**src/rtl/boot_pkg.sv**
```systemverilog
// rtl/boot_pkg.sv - shared types and parameter helpers for the boot loader
package boot_pkg;

    typedef enum logic [2:0] {
        LEN_LO,
        LEN_HI,
        CHECK,
        LOAD,
        WRITE,
        DONE,
        ERROR
    } boot_state_t;

    typedef logic [15:0] len_t;

    // Clock cycles per UART bit
    function automatic int bit_cyc(input int clk_hz, input int baud);
        return clk_hz / baud;
    endfunction

    // Word address width; a single-word memory still gets one address bit
    function automatic int addr_w(input int words);
        return (words > 1) ? $clog2(words) : 1;
    endfunction

endpackage

```
**src/rtl/uart_rx.sv**
```systemverilog
// rtl/uart_rx.sv - 8N1 UART receiver with input synchroniser
module uart_rx #(
    parameter int BIT_CYC = 10
) (
    input  logic       clk,
    input  logic       rst,
    input  logic       rx,
    output logic       rx_valid,
    output logic [7:0] rx_byte,
    output logic       rx_ferr
);
    localparam int HALF = BIT_CYC / 2;
    localparam int CW   = $clog2(BIT_CYC);

    typedef enum logic [1:0] {IDLE, START, DATA, STOP} rx_state_t;

    logic            sync1_q, sync2_q, prev_q;
    rx_state_t       state_q;
    logic [CW-1:0]   cnt_q;
    logic [2:0]      bit_q;
    logic [7:0]      shift_q;
    logic            valid_q, ferr_q;

    // Two-flop synchroniser plus a delayed copy for falling-edge detection
    always_ff @(posedge clk) begin
        if (rst) begin
            sync1_q <= 1'b1;
            sync2_q <= 1'b1;
            prev_q  <= 1'b1;
        end else begin
            sync1_q <= rx;
            sync2_q <= sync1_q;
            prev_q  <= sync2_q;
        end
    end

    // Bit-level FSM: mid-bit sampling driven by a per-bit cycle counter
    always_ff @(posedge clk) begin
        if (rst) begin
            state_q <= IDLE;
            cnt_q   <= '0;
            bit_q   <= '0;
            shift_q <= '0;
            valid_q <= 1'b0;
            ferr_q  <= 1'b0;
        end else begin
            valid_q <= 1'b0;
            ferr_q  <= 1'b0;
            case (state_q)
                IDLE: begin
                    if (prev_q && !sync2_q) begin
                        state_q <= START;
                        cnt_q   <= '0;
                    end
                end
                START: begin
                    if (cnt_q == CW'(HALF - 1)) begin
                        cnt_q <= '0;
                        bit_q <= '0;
                        // A start bit that is high again at mid-bit was a glitch
                        state_q <= sync2_q ? IDLE : DATA;
                    end else begin
                        cnt_q <= cnt_q + 1'b1;
                    end
                end
                DATA: begin
                    if (cnt_q == CW'(BIT_CYC - 1)) begin
                        cnt_q   <= '0;
                        shift_q <= {sync2_q, shift_q[7:1]};
                        if (bit_q == 3'd7) begin
                            state_q <= STOP;
                        end else begin
                            bit_q <= bit_q + 1'b1;
                        end
                    end else begin
                        cnt_q <= cnt_q + 1'b1;
                    end
                end
                STOP: begin
                    if (cnt_q == CW'(BIT_CYC - 1)) begin
                        cnt_q   <= '0;
                        valid_q <= sync2_q;
                        ferr_q  <= !sync2_q;
                        state_q <= IDLE;
                    end else begin
                        cnt_q <= cnt_q + 1'b1;
                    end
                end
                default: state_q <= IDLE;
            endcase
        end
    end

    assign rx_valid = valid_q;
    assign rx_byte  = shift_q;
    assign rx_ferr  = ferr_q;

endmodule

```
**src/rtl/imem_boot_loader.sv**
```systemverilog
// rtl/imem_boot_loader.sv - UART program loader that fills IMEM and releases CPU reset
module imem_boot_loader
    import boot_pkg::*;
#(
    parameter  int CLK_HZ      = 50_000_000,
    parameter  int BAUD        = 115_200,
    parameter  int IMEM_WORDS  = 256,
    parameter  int TIMEOUT_CYC = 16 * 10 * (CLK_HZ / BAUD),
    localparam int AW          = addr_w(IMEM_WORDS)
) (
    input  logic          clk,
    input  logic          rst,
    input  logic          rx,
    output logic          imem_we,
    output logic [AW-1:0] imem_addr,
    output logic [31:0]   imem_wdata,
    output logic          cpu_rst,
    output logic          load_done,
    output logic          load_err
);
    localparam int BIT_CYC = bit_cyc(CLK_HZ, BAUD);
    localparam int TW      = $clog2(TIMEOUT_CYC + 1);

    logic        rx_valid, rx_ferr;
    logic [7:0]  rx_byte;

    boot_state_t   state_q;
    len_t          len_q;
    logic [1:0]    byte_idx_q;
    logic [AW-1:0] word_idx_q;
    logic [31:0]   wbuf_q;
    logic [TW-1:0] tmo_q;
    logic          imem_we_q;
    logic [AW-1:0] imem_addr_q;
    logic [31:0]   imem_wdata_q;
    logic          cpu_rst_q, done_q, err_q;
    logic          tmo_hit;

    uart_rx #(.BIT_CYC(BIT_CYC)) u_rx (
        .clk      (clk),
        .rst      (rst),
        .rx       (rx),
        .rx_valid (rx_valid),
        .rx_byte  (rx_byte),
        .rx_ferr  (rx_ferr)
    );

    assign tmo_hit = (tmo_q == TW'(TIMEOUT_CYC - 1));

    // Loader FSM: length header, per-word assembly, write strobe, terminal states
    always_ff @(posedge clk) begin
        if (rst) begin
            state_q      <= LEN_LO;
            len_q        <= '0;
            byte_idx_q   <= '0;
            word_idx_q   <= '0;
            wbuf_q       <= '0;
            tmo_q        <= '0;
            imem_we_q    <= 1'b0;
            imem_addr_q  <= '0;
            imem_wdata_q <= '0;
            cpu_rst_q    <= 1'b1;
            done_q       <= 1'b0;
            err_q        <= 1'b0;
        end else begin
            imem_we_q <= 1'b0;
            if (rx_ferr && state_q != DONE) begin
                state_q   <= ERROR;
                cpu_rst_q <= 1'b1;
                err_q     <= 1'b1;
            end else begin
                case (state_q)
                    LEN_LO: begin
                        if (rx_valid) begin
                            len_q[7:0] <= rx_byte;
                            tmo_q      <= '0;
                            state_q    <= LEN_HI;
                        end
                    end
                    LEN_HI: begin
                        if (rx_valid) begin
                            len_q[15:8] <= rx_byte;
                            state_q     <= CHECK;
                        end else if (tmo_hit) begin
                            state_q <= ERROR;
                            err_q   <= 1'b1;
                        end else begin
                            tmo_q <= tmo_q + 1'b1;
                        end
                    end
                    CHECK: begin
                        if (len_q == '0) begin
                            // Empty image: keep memory as is and start the CPU directly
                            state_q   <= DONE;
                            cpu_rst_q <= 1'b0;
                            done_q    <= 1'b1;
                        end else if (32'(len_q) > 32'(IMEM_WORDS)) begin
                            state_q <= ERROR;
                            err_q   <= 1'b1;
                        end else begin
                            byte_idx_q <= '0;
                            word_idx_q <= '0;
                            tmo_q      <= '0;
                            state_q    <= LOAD;
                        end
                    end
                    LOAD: begin
                        if (rx_valid) begin
                            wbuf_q[8*byte_idx_q +: 8] <= rx_byte;
                            byte_idx_q <= byte_idx_q + 1'b1;
                            tmo_q      <= '0;
                            if (byte_idx_q == 2'd3) begin
                                state_q <= WRITE;
                            end
                        end else if (tmo_hit) begin
                            state_q <= ERROR;
                            err_q   <= 1'b1;
                        end else begin
                            tmo_q <= tmo_q + 1'b1;
                        end
                    end
                    WRITE: begin
                        imem_we_q    <= 1'b1;
                        imem_addr_q  <= word_idx_q;
                        imem_wdata_q <= wbuf_q;
                        // The last word leaves word_idx on the final address instead of wrapping
                        if (16'(word_idx_q) == len_q - 16'd1) begin
                            state_q <= DONE;
                        end else begin
                            word_idx_q <= word_idx_q + 1'b1;
                            byte_idx_q <= '0;
                            tmo_q      <= '0;
                            state_q    <= LOAD;
                        end
                        if (rx_valid) begin
                            wbuf_q[7:0] <= rx_byte;
                            byte_idx_q  <= 2'd1;
                        end
                    end
                    DONE: begin
                        cpu_rst_q <= 1'b0;
                        done_q    <= 1'b1;
                    end
                    ERROR: begin
                        cpu_rst_q <= 1'b1;
                        err_q     <= 1'b1;
                    end
                    default: state_q <= ERROR;
                endcase
            end
        end
    end

    assign imem_we    = imem_we_q;
    assign imem_addr  = imem_addr_q;
    assign imem_wdata = imem_wdata_q;
    assign cpu_rst    = cpu_rst_q;
    assign load_done  = done_q;
    assign load_err   = err_q;

endmodule

```
**config.mk**
```make
export PLATFORM = sky130hd
export DESIGN_NAME = imem_boot_loader
export DESIGN_NICKNAME = d
export VERILOG_FILES = /design/src/rtl/boot_pkg.sv /design/src/rtl/uart_rx.sv /design/src/rtl/imem_boot_loader.sv
export SDC_FILE = /design/constraint.sdc
export NUM_CORES = 1
export LEC_CHECK = 0
export ABC_AREA = 1
export CAP_MARGIN = 25
export CORE_MARGIN = 5
export CORE_UTILIZATION = 45
export DETAILED_ROUTE_END_ITERATION = 10
export GPL_TIMING_DRIVEN = 0
export PLACE_DENSITY = 0.67
export SLEW_MARGIN = 25
export SYNTH_ARGS = -nofsm -noshare
export SYNTH_HDL_FRONTEND = slang
export SYNTH_SLANG_ARGS = --single-unit
```
**constraint.sdc**
```tcl
create_clock -name clk -period 5.4 [get_ports clk]
set_input_delay 0.81 -clock clk [delete_from_list [all_inputs] [get_ports clk]]
set_output_delay 0.81 -clock clk [all_outputs]
set_load 0.03 [all_outputs]
```
After elaboration in Yosys (flattened, before gate mapping)
Cells that the tools add are included.
Storage, ports and cells
  ROM bits: 0
  register bits after elaboration: 149
  memories kept: 0
  word-level logic and storage cells: 170
  output and inout port bits: 44
  bits in writable memories: 0
  input bits: 3
  bits in latches: 0
Cells by class
  divide/modulo/power cells: 0
  bitwise operators: 4
  shift-type cells: 2
  reductions and logical operators: 35
  add/subtract/negate cells: 7
  muxes and demuxes: 58
  $mul: 0
  equal/unequal tests: 39
  $lt $le $gt $ge: 1
Operators with widths (count)
  2-to-1 mux 17 bit: 7
  one-hot mux 17 bit (5 select lines): 1
  2-to-1 mux 8 bit: 5
  2-to-1 mux 3 bit: 12
  negator 5 -> 34 bit: 1
  variable shift 8 x 34 -> 32 bit (first input constant): 1
  variable part select 8 x 34 -> 32 bit: 1
  bitwise mux 32 bit: 1
  one-hot mux 8 bit (2 select lines): 2
  2-to-1 mux 9 bit: 3
  one-hot mux 9 bit (3 select lines): 1
  2-to-1 mux 2 bit: 11
  != test 2 x 1 -> 1 bit (second input constant): 9
  one-hot mux 3 bit (6 select lines): 1
  AND reduction 3 bit: 6
  adder 17 x 1 -> 17 bit (second input constant): 1
  == test 17 bit (second input constant): 1
  == test 8 x 16 -> 1 bit: 1
  greater-than comparator 16 x 9 -> 1 bit (second input constant): 1
  logical NOT 16 bit: 1
  subtractor 16 x 1 -> 16 bit (second input constant): 1
  != test 3 bit (second input constant): 5
  AND reduction 5 bit: 3
  == test 3 bit (second input constant): 4
  other kinds (35): 66

Logic depth before layout (Yosys ltp)
  word-level depth: 5
  mapped depth: 17
  depth with buffers taken out: 17

Cells and area by module
From an unflattened synthesis, not the netlist that was laid out.
Second synthesis, totals
  cell total of the unflattened synthesis: 1052
  area total of the unflattened synthesis: 7365.8 µm²
By module, submodules not included
  imem_boot_loader: cells an instance 862, times used 1, area each 6065.8 µm², sequential area each 2442.3 µm²
  uart_rx: cells an instance 190, times used 1, area each 1300.0 µm², sequential area each 540.5 µm²

Least setup slack after synthesis
Ideal clock, no wire load.
  path type: reg-to-reg
  from: reg len_q[0]
  to: reg tmo_q[12]
  arrival: 1.867 ns
  period minus slack after synthesis: 1.936 ns
  stages on the path, launching flop included: 14
  setup time: 0.069 ns
  data required time: 5.331 ns
  slack: 3.464 ns
  buffers on the path: 1
  path through: dfxtp_1 inv_1 ha_1 xnor2_1 nor2_1 nand3_1 nor2_1 nand2_1 nor2_2 nand3_4 nand2_4 buf_12 nand2_2 a21oi_2
On the way
  longest elaborated chain between the ends: 4
  elaborated cells between the ends (all ways): 8
  those cells by class: add/sub: 1; order compare: 1; eq/ne: 4; reduce/logical: 2
Ends and longest elaborated chain
  from (decl): line imem_boot_loader.sv:28  | len_t len_q;
  from (signal assigned): line imem_boot_loader.sv:75  | len_q[7:0] <= rx_byte;
  subtractor 16 x 1 -> 16 bit: line imem_boot_loader.sv:127  | if (16'(word_idx_q) == len_q - 16'd1) begin
  == test 8 x 16 -> 1 bit: line imem_boot_loader.sv:127
  != test 2 bit (no source line)
  AND reduction 7 bit (no source line) *
  to (signal assigned): line imem_boot_loader.sv:88  | tmo_q <= tmo_q + 1'b1;
  to (signal assigned): line imem_boot_loader.sv:119  | tmo_q <= tmo_q + 1'b1;
  to (decl): line imem_boot_loader.sv:32  | logic [TW-1:0] tmo_q;
Every way passes the cells marked *; elsewhere a longest branch is shown, timed or not.
A chain may end at the register's enable or synchronous reset.

Final worst setup path
  from: reg len_q[0]
  to: reg word_idx_q[1]
On the way
  longest elaborated chain between the ends: 4
  elaborated cells between the ends (all ways): 8
  those cells by class: add/sub: 1; order compare: 1; eq/ne: 4; reduce/logical: 2
Ends and longest elaborated chain
  subtractor 16 x 1 -> 16 bit: line imem_boot_loader.sv:127
  == test 8 x 16 -> 1 bit: line imem_boot_loader.sv:127
  != test 2 bit (no source line)
  AND reduction 5 bit (no source line) *
  to (signal assigned): line imem_boot_loader.sv:130  | word_idx_q <= word_idx_q + 1'b1;
  to (decl): line imem_boot_loader.sv:30  | logic [AW-1:0] word_idx_q;
Marks and branches as above.

==> results.md <==
| Result | Reported | Unit |
|:---|:---|:---|
| Worst hold slack | 0.411 | ns |
| Maximum root-to-sink buffer count | 2 | - |
| Post-synthesis sequential element count | 149 | - |
| First-pass GRT wire length | 34300 | um |
| Total overflow reported by the global router | 0 | - |
| Proportion of netlist area held by the largest area contributor | 39.2 | % |
| Fraction of the mapped netlist area in adder cells | 2.30 | % |
| Kind of critical path | flip-flop to flip-flop | - |
| Final Slew Violations | 0 | - |
| Number of unique standard cell types used by synthesis | 50 | - |
| Post-route setup TNS | 0 | ns |
| Most frequently used cell type in the post-synthesis netlist | sky130_fd_sc_hd__nand2_1 | - |
| Share of flip-flops with an asynchronous set or reset | 0 | % |
| Dominant combinational cell family by area after synthesis | simple AND/OR/NAND/NOR gates | - |
| Total setup violations reported at the end of the flow | 0 | - |
| Count of flip-flops with a built-in enable after synthesis | 0 | - |
| XOR/XNOR share of the synthesized area | 2.76 | % |
| Clock period minus final worst setup slack | 2.43 | ns |
| Gate count after technology mapping | 1067 | - |
| Remaining max-slew budget at the tightest pin | 47.3 | % |
| Final design instance area without fill | 0.00897 | mm2 |
| Seq/Total Area, Yosys | 39.2 | % |
| Routability congestion estimate from global placement | 0.888 | - |
| Reg-to-Reg End | word_idx_q[1]$_SDFFE_PP0P_ | - |
| Total power | 3020 | uW |
| Endpoint of the worst hold-timing path | u_rx.sync2_q$_SDFF_PP1_ | - |
| Worst path max stage delay | 0.34 | ns |
| Total CTS buffers | 17 | - |
| Net total in the final layout | 1148 | - |
| Number of global-route vias before repair | 6928 | - |
| Layout Skew | 0.00907 | ns |
| Post-detail-place hpwl | 14600 | um |
| Clock tree from TritonCTS | yes | - |
| Pin count of the biggest net entering global routing | 17 | - |
| Core area | 0.0166 | mm2 |
| Core Util, Final | 54.1 | % |
| Measured slew at the worst slew-check pin | 0.784 | ns |
| Maximum clock rate | 412 | MHz |
| Startpoint of the worst-slack reg-to-reg timing path | len_q[0]$_SDFFE_PP0P_ | - |
| Total of warnings raised by yosys | 0 | - |
| Via count normalized by instance count | 5.29 | - |
| Multiplexer area fraction after synthesis | 0.132 | % |
| Netlist Area Pre-Place | 0.00760 | mm2 |
| Antenna Diode Count | 0 | - |
| Top FF cell, synth | sky130_fd_sc_hd__dfxtp_1 | - |
| Startpoint class of the critical path | flip-flop | - |
| Chip width | 140 | um |
| Total clock sinks | 149 | - |
| Max FO, Critical Path | 10 | - |
| Unrepaired setup endpoints after global routing | no | - |
| Antenna violations before repair | 0 | - |
| DRC | 0 | - |
| Number of H-tree branching levels | 4 | - |
| Cell at the slowest stage of the critical path | sky130_fd_sc_hd__dfxtp_1 | - |
| Max capacitance violation total | 0 | - |
| Sequence of cells on the critical path | inv_1 -> ha_1 -> nand2_2 -> nor2_4 -> nand3_1 -> nand2_1 -> nand3_1 -> nor2_1 -> nand3_1 -> nand2_1 -> nand2_2 -> nand2_2 -> nand2_1 -> nand2_1 -> nor2_1 | - |
| Setup slack, reg-to-reg | 2.97 | ns |
| PD cells | 337 | mW/mm2 |
| Remaining antenna violation count | 0 | - |
| Count of instances resized after the clock tree is built | 0 | - |
| Die Span Y | 140 | um |
| Synthesized-area fraction occupied by ao, oa, aoi and oai cells | 17.0 | % |
| Effective utilization at floorplan | 45.9 | % |
| Crit path capture type | flip-flop | - |
| Number of I/O port buffers | 45 | - |
| Final clock period utilization by the worst path | 45.0 | % |
| Fraction of final layout cells sized beyond drive strength 1 | 9.18 | % |
| Root buf cell | sky130_fd_sc_hd__clkbuf_16 | - |
| Mean cell area of the mapped netlist | 7.13 | um2 |
| Worst Hold Class | flip-flop to flip-flop | - |
| Static power due to leakage | 0.00348 | uW |
| Run status | finished clean | - |
| Total cell area at the placement stage | 0.00833 | mm2 |
| Core Rows | 47 | - |
| Total die area | 0.0196 | mm2 |
| Max IR drop VDD | 0.221 | mV |
| Final routed wire length divided by cell count | 14.6 | um |
| CP arrival | 2.71 | ns |
| Worst Path Required | 5.69 | ns |
| Library cell occupying the most area in the post-synthesis netlist | sky130_fd_sc_hd__dfxtp_1 | - |
| CTS Hold Buffers Added | 0 | - |
| Synth Area in Simple Gates | 31.2 | % |
| Total setup buffers inserted after CTS | 0 | - |
| Area Overhead vs Synth | 17.9 | % |
| Total track usage | 21.0 | % |
| Clock transition at the register clock pins on the worst setup and hold paths after CTS | 0.07 | ns |
| Most prevalent standard cell on the critical path | sky130_fd_sc_hd__nand2_1 | - |
| Routed via count | 7210 | - |
| Total nets after synthesis | 1084 | - |
| Worst hold stages | 1 | - |
| Leading cell types by count after synthesis | 220 x sky130_fd_sc_hd__nand2_1, 149 x sky130_fd_sc_hd__dfxtp_1, 118 x sky130_fd_sc_hd__nand3_1, 96 x sky130_fd_sc_hd__a21oi_1, 95 x sky130_fd_sc_hd__nor2_1 | - |
| Depth of the worst register-to-register path | 15 | - |
| Ports | 47 | - |
| Top cells by area, synth | sky130_fd_sc_hd__dfxtp_1 39%, sky130_fd_sc_hd__nand2_1 11%, sky130_fd_sc_hd__nand3_1 7.8% | - |
| Iteration count of the initial detailed-routing pass | 5 | - |
| Source of the worst hold timing path | u_rx.sync1_q$_SDFF_PP1_ | - |
| Detailed-route wire length | 19900 | um |
| Clock Latency Late Sink | 0.42 | ns |
| Number of DRC violations after detailed-routing iteration 0 | 600 | - |
| Count of final hold-check violations | 0 | - |
## registers in the layout, indices dropped and copies added (netlist names), 2 cells and up, named ones only
| register | flops |
|---|---|
| imem_wdata | 32 |
| u_rx.rx_byte | 8 |
| wbuf_q | 32 |
| u_rx.cnt_q | 9 |
| word_idx_q | 8 |
| len_q | 16 |
| tmo_q | 17 |
| imem_addr | 8 |
| u_rx.bit_q | 3 |
| byte_idx_q | 2 |
| state_q | 3 |
## cell families after synthesis
logic type | count (synthesis)
AOI/OAI and AO/OA | 218
xor gates and xnor gates | 24
adders and majority gates | 14
buffers and inverters | 141
DFF | 149
muxes | 1
and+or+nand+nor | 520
## through the flow
stage	std cells	setup WS, ns
CTS	1364	2.95
finish	1364	2.97
floorplan	1067	3.46
global placement	1332	2.85
global route	1364	2.66
detailed placement	1332	2.86
## per-layer routing
layer | GRT usage (%) | part of all wire (%) | up-vias
li1 | - | - | 3698
met5 | 0 | 0 | -
met4 | 4.79 | 1.1 | 0
met3 | 3.89 | 4.4 | 16
met1 | 29.0 | 49 | 3338
met2 | 34.2 | 46 | 158
## worst max-delay path, delay by kind of cell, from the launching register on
kind	cells	cell delay, ns
flops	1	0.34
fa+ha+maj	1	0.25
buf+inv	1	0.16
simple gates	13	1.55
## cell usage in the layout, fill, tap and decap left out, types with 4 or more instances in the layout
cell | netlist | final
sky130_fd_sc_hd__o21ai_0 | 66 | 66
sky130_fd_sc_hd__inv_8 | 0 | 4
sky130_fd_sc_hd__nand4_1 | 11 | 11
sky130_fd_sc_hd__a21oi_2 | 10 | 10
sky130_fd_sc_hd__xor2_1 | 18 | 18
sky130_fd_sc_hd__dfxtp_1 | 149 | 149
sky130_fd_sc_hd__nor4_1 | 4 | 4
sky130_fd_sc_hd__clkbuf_1 | 37 | 37
sky130_fd_sc_hd__clkbuf_16 | 0 | 17
sky130_fd_sc_hd__nor2_4 | 6 | 6
sky130_fd_sc_hd__a21oi_1 | 96 | 96
sky130_fd_sc_hd__nand2_2 | 17 | 17
sky130_fd_sc_hd__nor3b_1 | 6 | 6
sky130_fd_sc_hd__inv_1 | 77 | 77
sky130_fd_sc_hd__inv_2 | 12 | 12
sky130_fd_sc_hd__a211oi_1 | 8 | 8
sky130_fd_sc_hd__clkdlybuf4s50_1 | 0 | 45
sky130_fd_sc_hd__inv_6 | 0 | 4
sky130_fd_sc_hd__o211a_1 | 20 | 20
sky130_fd_sc_hd__nor2_2 | 9 | 9
sky130_fd_sc_hd__xnor2_1 | 6 | 6
sky130_fd_sc_hd__ha_1 | 14 | 14
sky130_fd_sc_hd__clkinv_1 | 5 | 5
sky130_fd_sc_hd__nor3_1 | 22 | 22
sky130_fd_sc_hd__buf_2 | 7 | 7
sky130_fd_sc_hd__nand3_1 | 118 | 118
sky130_fd_sc_hd__nor2_1 | 95 | 95
sky130_fd_sc_hd__nand2_1 | 220 | 220
## area by class of cell
cell class	count	area [um2]
clock buffers	17	425
repair buffers	45	450
flip-flops and latches	149	2980
clock inverters	15	210
fillers	1624	7620
inverters	95	359
multi-input cells	777	4060
well taps	220	275
plain buffers	46	205
## report_power, final
part / leakage (uW) / switching, uW / internal, uW
logic: 0.00197 / 403 / 170
clock network: 0.000306 / 529 / 750
registers: 0.00120 / 37.2 / 1130
total: 0.00348 / 969 / 2050
## worst max-delay path by stage
| stage | startpoint | end | slack, ns | cells after the start |
|---|---|---|---|---|
| 2_1_floorplan | len_q[0]$_SDFFE_PP0P_ | tmo_q[12]$_SDFFE_PP0P_ | 3.46 | 13 |
| 3_3_place_gp | rst | wbuf_q[24]$_SDFFE_PP0P_ | 2.85 | 4 |
| 3_5_place_dp | rst | wbuf_q[14]$_SDFFE_PP0P_ | 2.86 | 4 |
| 4_1_cts | len_q[0]$_SDFFE_PP0P_ | word_idx_q[1]$_SDFFE_PP0P_ | 2.95 | 15 |
| 5_1_grt | len_q[0]$_SDFFE_PP0P_ | word_idx_q[1]$_SDFFE_PP0P_ | 2.66 | 15 |
| 6_report | len_q[0]$_SDFFE_PP0P_ | word_idx_q[1]$_SDFFE_PP0P_ | 2.97 | 15 |
(Power assumes the default switching activity.)
==> patch, RTL diff (same settings) <==
Encoding of `rx_state_t`: now Gray code (2 bits for 4 states).
--- a/src/rtl/uart_rx.sv
+++ b/src/rtl/uart_rx.sv
@@ -14,3 +14,3 @@
 
-    typedef enum logic [1:0] {IDLE, START, DATA, STOP} rx_state_t;
+    typedef enum logic [1:0] {IDLE = 2'b00, START = 2'b01, DATA = 2'b11, STOP = 2'b10} rx_state_t;
 
Formal check against the unedited RTL: no difference found for any inputs over 4 cycles, from zero or initial values and one cycle with rst high; so few cycles prove little.
==> patch against the original RTL <==
Worst setup slack worse by 78 ps. Sequential cell count stayed put. Wire length is 2.6% higher. Critical path type unchanged. Total power is 11% higher. Critical path depth is 9 lower. Sequential share of layout area hardly changed. Highest routed layer unchanged. Core utilization is 0.24 points lower. Via count is 1.6% higher. Critical endpoint is now wbuf_q[0]$_SDFFE_PP0P_. Final area hardly changed. Area after synthesis is 0.64% higher. Global-route usage is 0.084 points lower. Fmax is 3.1% lower.
==> patch: results (changes against the original RTL) <==
----------------------------------------------------
[Final layout]
  Fill count ... 1623 (-0.062%)
  Layout cells sized above 1 ... 8.93% (-0.25 points)
  # nets final ... 1168 (+1.7%)

[Setup path]
  Critical-path top delay cell ... sky130_fd_sc_hd__o31ai_1
  Source of the worst register-to-register timing path ... byte_idx_q[0]$_SDFFE_PP0P_
  Data arrival at the endpoint of the critical path ... 2860 ps (+150 ps)
  Family of cells with the greatest summed delay on the critical path ... compound AO/OA/AOI/OAI gates
  Largest incremental delay on the critical path ... 760 ps (+420 ps)
  Highest fanout seen on the critical path ... 9 (-1)
  Worst Reg-to-Reg Cells ... 6 (-9)
  Startpoint-to-endpoint class of the critical path ... reg -> reg

[Synthesis]
  Cell types with the highest counts after synthesis ... 230 x sky130_fd_sc_hd__nand2_1, 149 x sky130_fd_sc_hd__dfxtp_1, 132 x sky130_fd_sc_hd__nand3_1
  Synth Net Count ... 1104 (+1.8%)
  Xor-xnor portion of the synthesized cell area ... 2.75% (-0.018 points)
  Number of distinct standard cells referenced by the synthesized netlist ... 45 (-10%)
  Async set-reset flop share out of synthesis ... 0% (unchanged)
  Adder-Cell Fraction of Synth Area ... 2.13% (-0.18 points)
  Fraction of the yosys area taken by sequential cells ... 39.0% (-0.25 points)
  Share of synthesized area spent on multiplexers ... 0% (-0.13 points)
  Compound-cell area share of the yosys netlist ... 15.7% (-1.3 points)

[Global route]
  Via count of the first global-routing pass ... 6895 (-0.48%)
  Global-route usage over all layers ... 20.9% (-0.084 points)
  Global-route wire length before repair ... 34.1 mm (-0.56%)

[Clock tree]
  H-tree depth ... 4 (unchanged)
  Worst skew pair latency ... 420 ps (about the same)

[Routing]
  Post-DR wirelength/cell ... 14.7 microns (+1.0%)
  Vias per cell ... 5.29 (about the same)
  Post-Route M1 WL ... 9.74 mm (+0.14%)
  Routed wire length on met2 ... 9.32 mm (+2.9%)
  Length of routed met3 wiring ... 886 microns (+1.5%)
  Iteration-0 DRC count of the detailed router ... 615 (+2.5%)

[Outcome]
  Status ... finished clean

[Power and ir drop]
  Maximum VDD drop ... 0.266 mV (+20%)
  Leakage power summed over all cells ... 3.51 nW (+1.1%)

[STA]
  Worst clock skew on the final layout ... 10.9 ps (+1.80 ps)

[Placement]
  Final estimated routing congestion in global placement ... 0.912 (+2.6%)
  Detailed Place HPWL ... 15.0 mm (+2.4%)

[Hold path]
  Hold Crit Class ... reg -> reg

----------------------------------------------------
## patch: where the power goes
| group | switching (mW) | internal (mW) |
|---|---|---|
| sequential | 0.0542 | 1.15 |
| clock | 0.508 | 0.660 |
| combinational | 0.694 | 0.282 |
| total | 1.26 | 2.09 |
## patch: layout make-up
cell class,instances,share of cell area (%)
well taps,220,3.07
plain buffers,46,2.32
clock inverters,14,1.55
repair buffers,45,5.03
multi-input cells,792,45.6
flip-flops and latches,149,33.3
inverters,101,4.23
clock buffers,18,4.90
## patch: final timing paths
check / slack, ps / to
max: 2890 / wbuf_q[0]$_SDFFE_PP0P_
min: 430 / u_rx.sync2_q$_SDFF_PP1_
max reg2reg: 2890 / wbuf_q[0]$_SDFFE_PP0P_
min reg2reg: 430 / u_rx.sync2_q$_SDFF_PP1_
## patch: worst register-to-register path: cells and delay by family, from the launching register on
kind	cells	cell delay, ps
DFF	1	450
and+or+nand+nor	1	190
buffers and inverters	2	520
adders and majority gates	1	370
AOI/OAI and AO/OA	2	910
## patch: through the flow
| stage | instances | power (mW) | instance area [sq um] | setup WS, ps |
|---|---|---|---|---|
| after detailed placement | 1353 | 2.19 | 8380 | 2870 |
| final | 1385 | 3.35 | 8960 | 2890 |
| after global placement | 1353 | 2.19 | 8380 | 2870 |
| after floorplan | 1088 | 1.94 | 7650 | 3380 |
| after CTS | 1385 | 3.36 | 8960 | 2970 |
| after global routing | 1385 | 3.53 | 8960 | 2680 |
## patch: kinds of logic (layout without fill, tap and decap cells)
logic type	after synthesis	after routing
buffers and inverters	147	224
xor gates and xnor gates	24	24
and+or+nand+nor	546	546
AOI/OAI and AO/OA	209	209
DFF	149	149
adders and majority gates	13	13
## patch: routing by layer
metal	GRT usage, %	up-vias
li1	-	3762
met5	0	-
met4	6.48	0
met2	34.1	190
met3	3.95	33
met1	28.0	3342
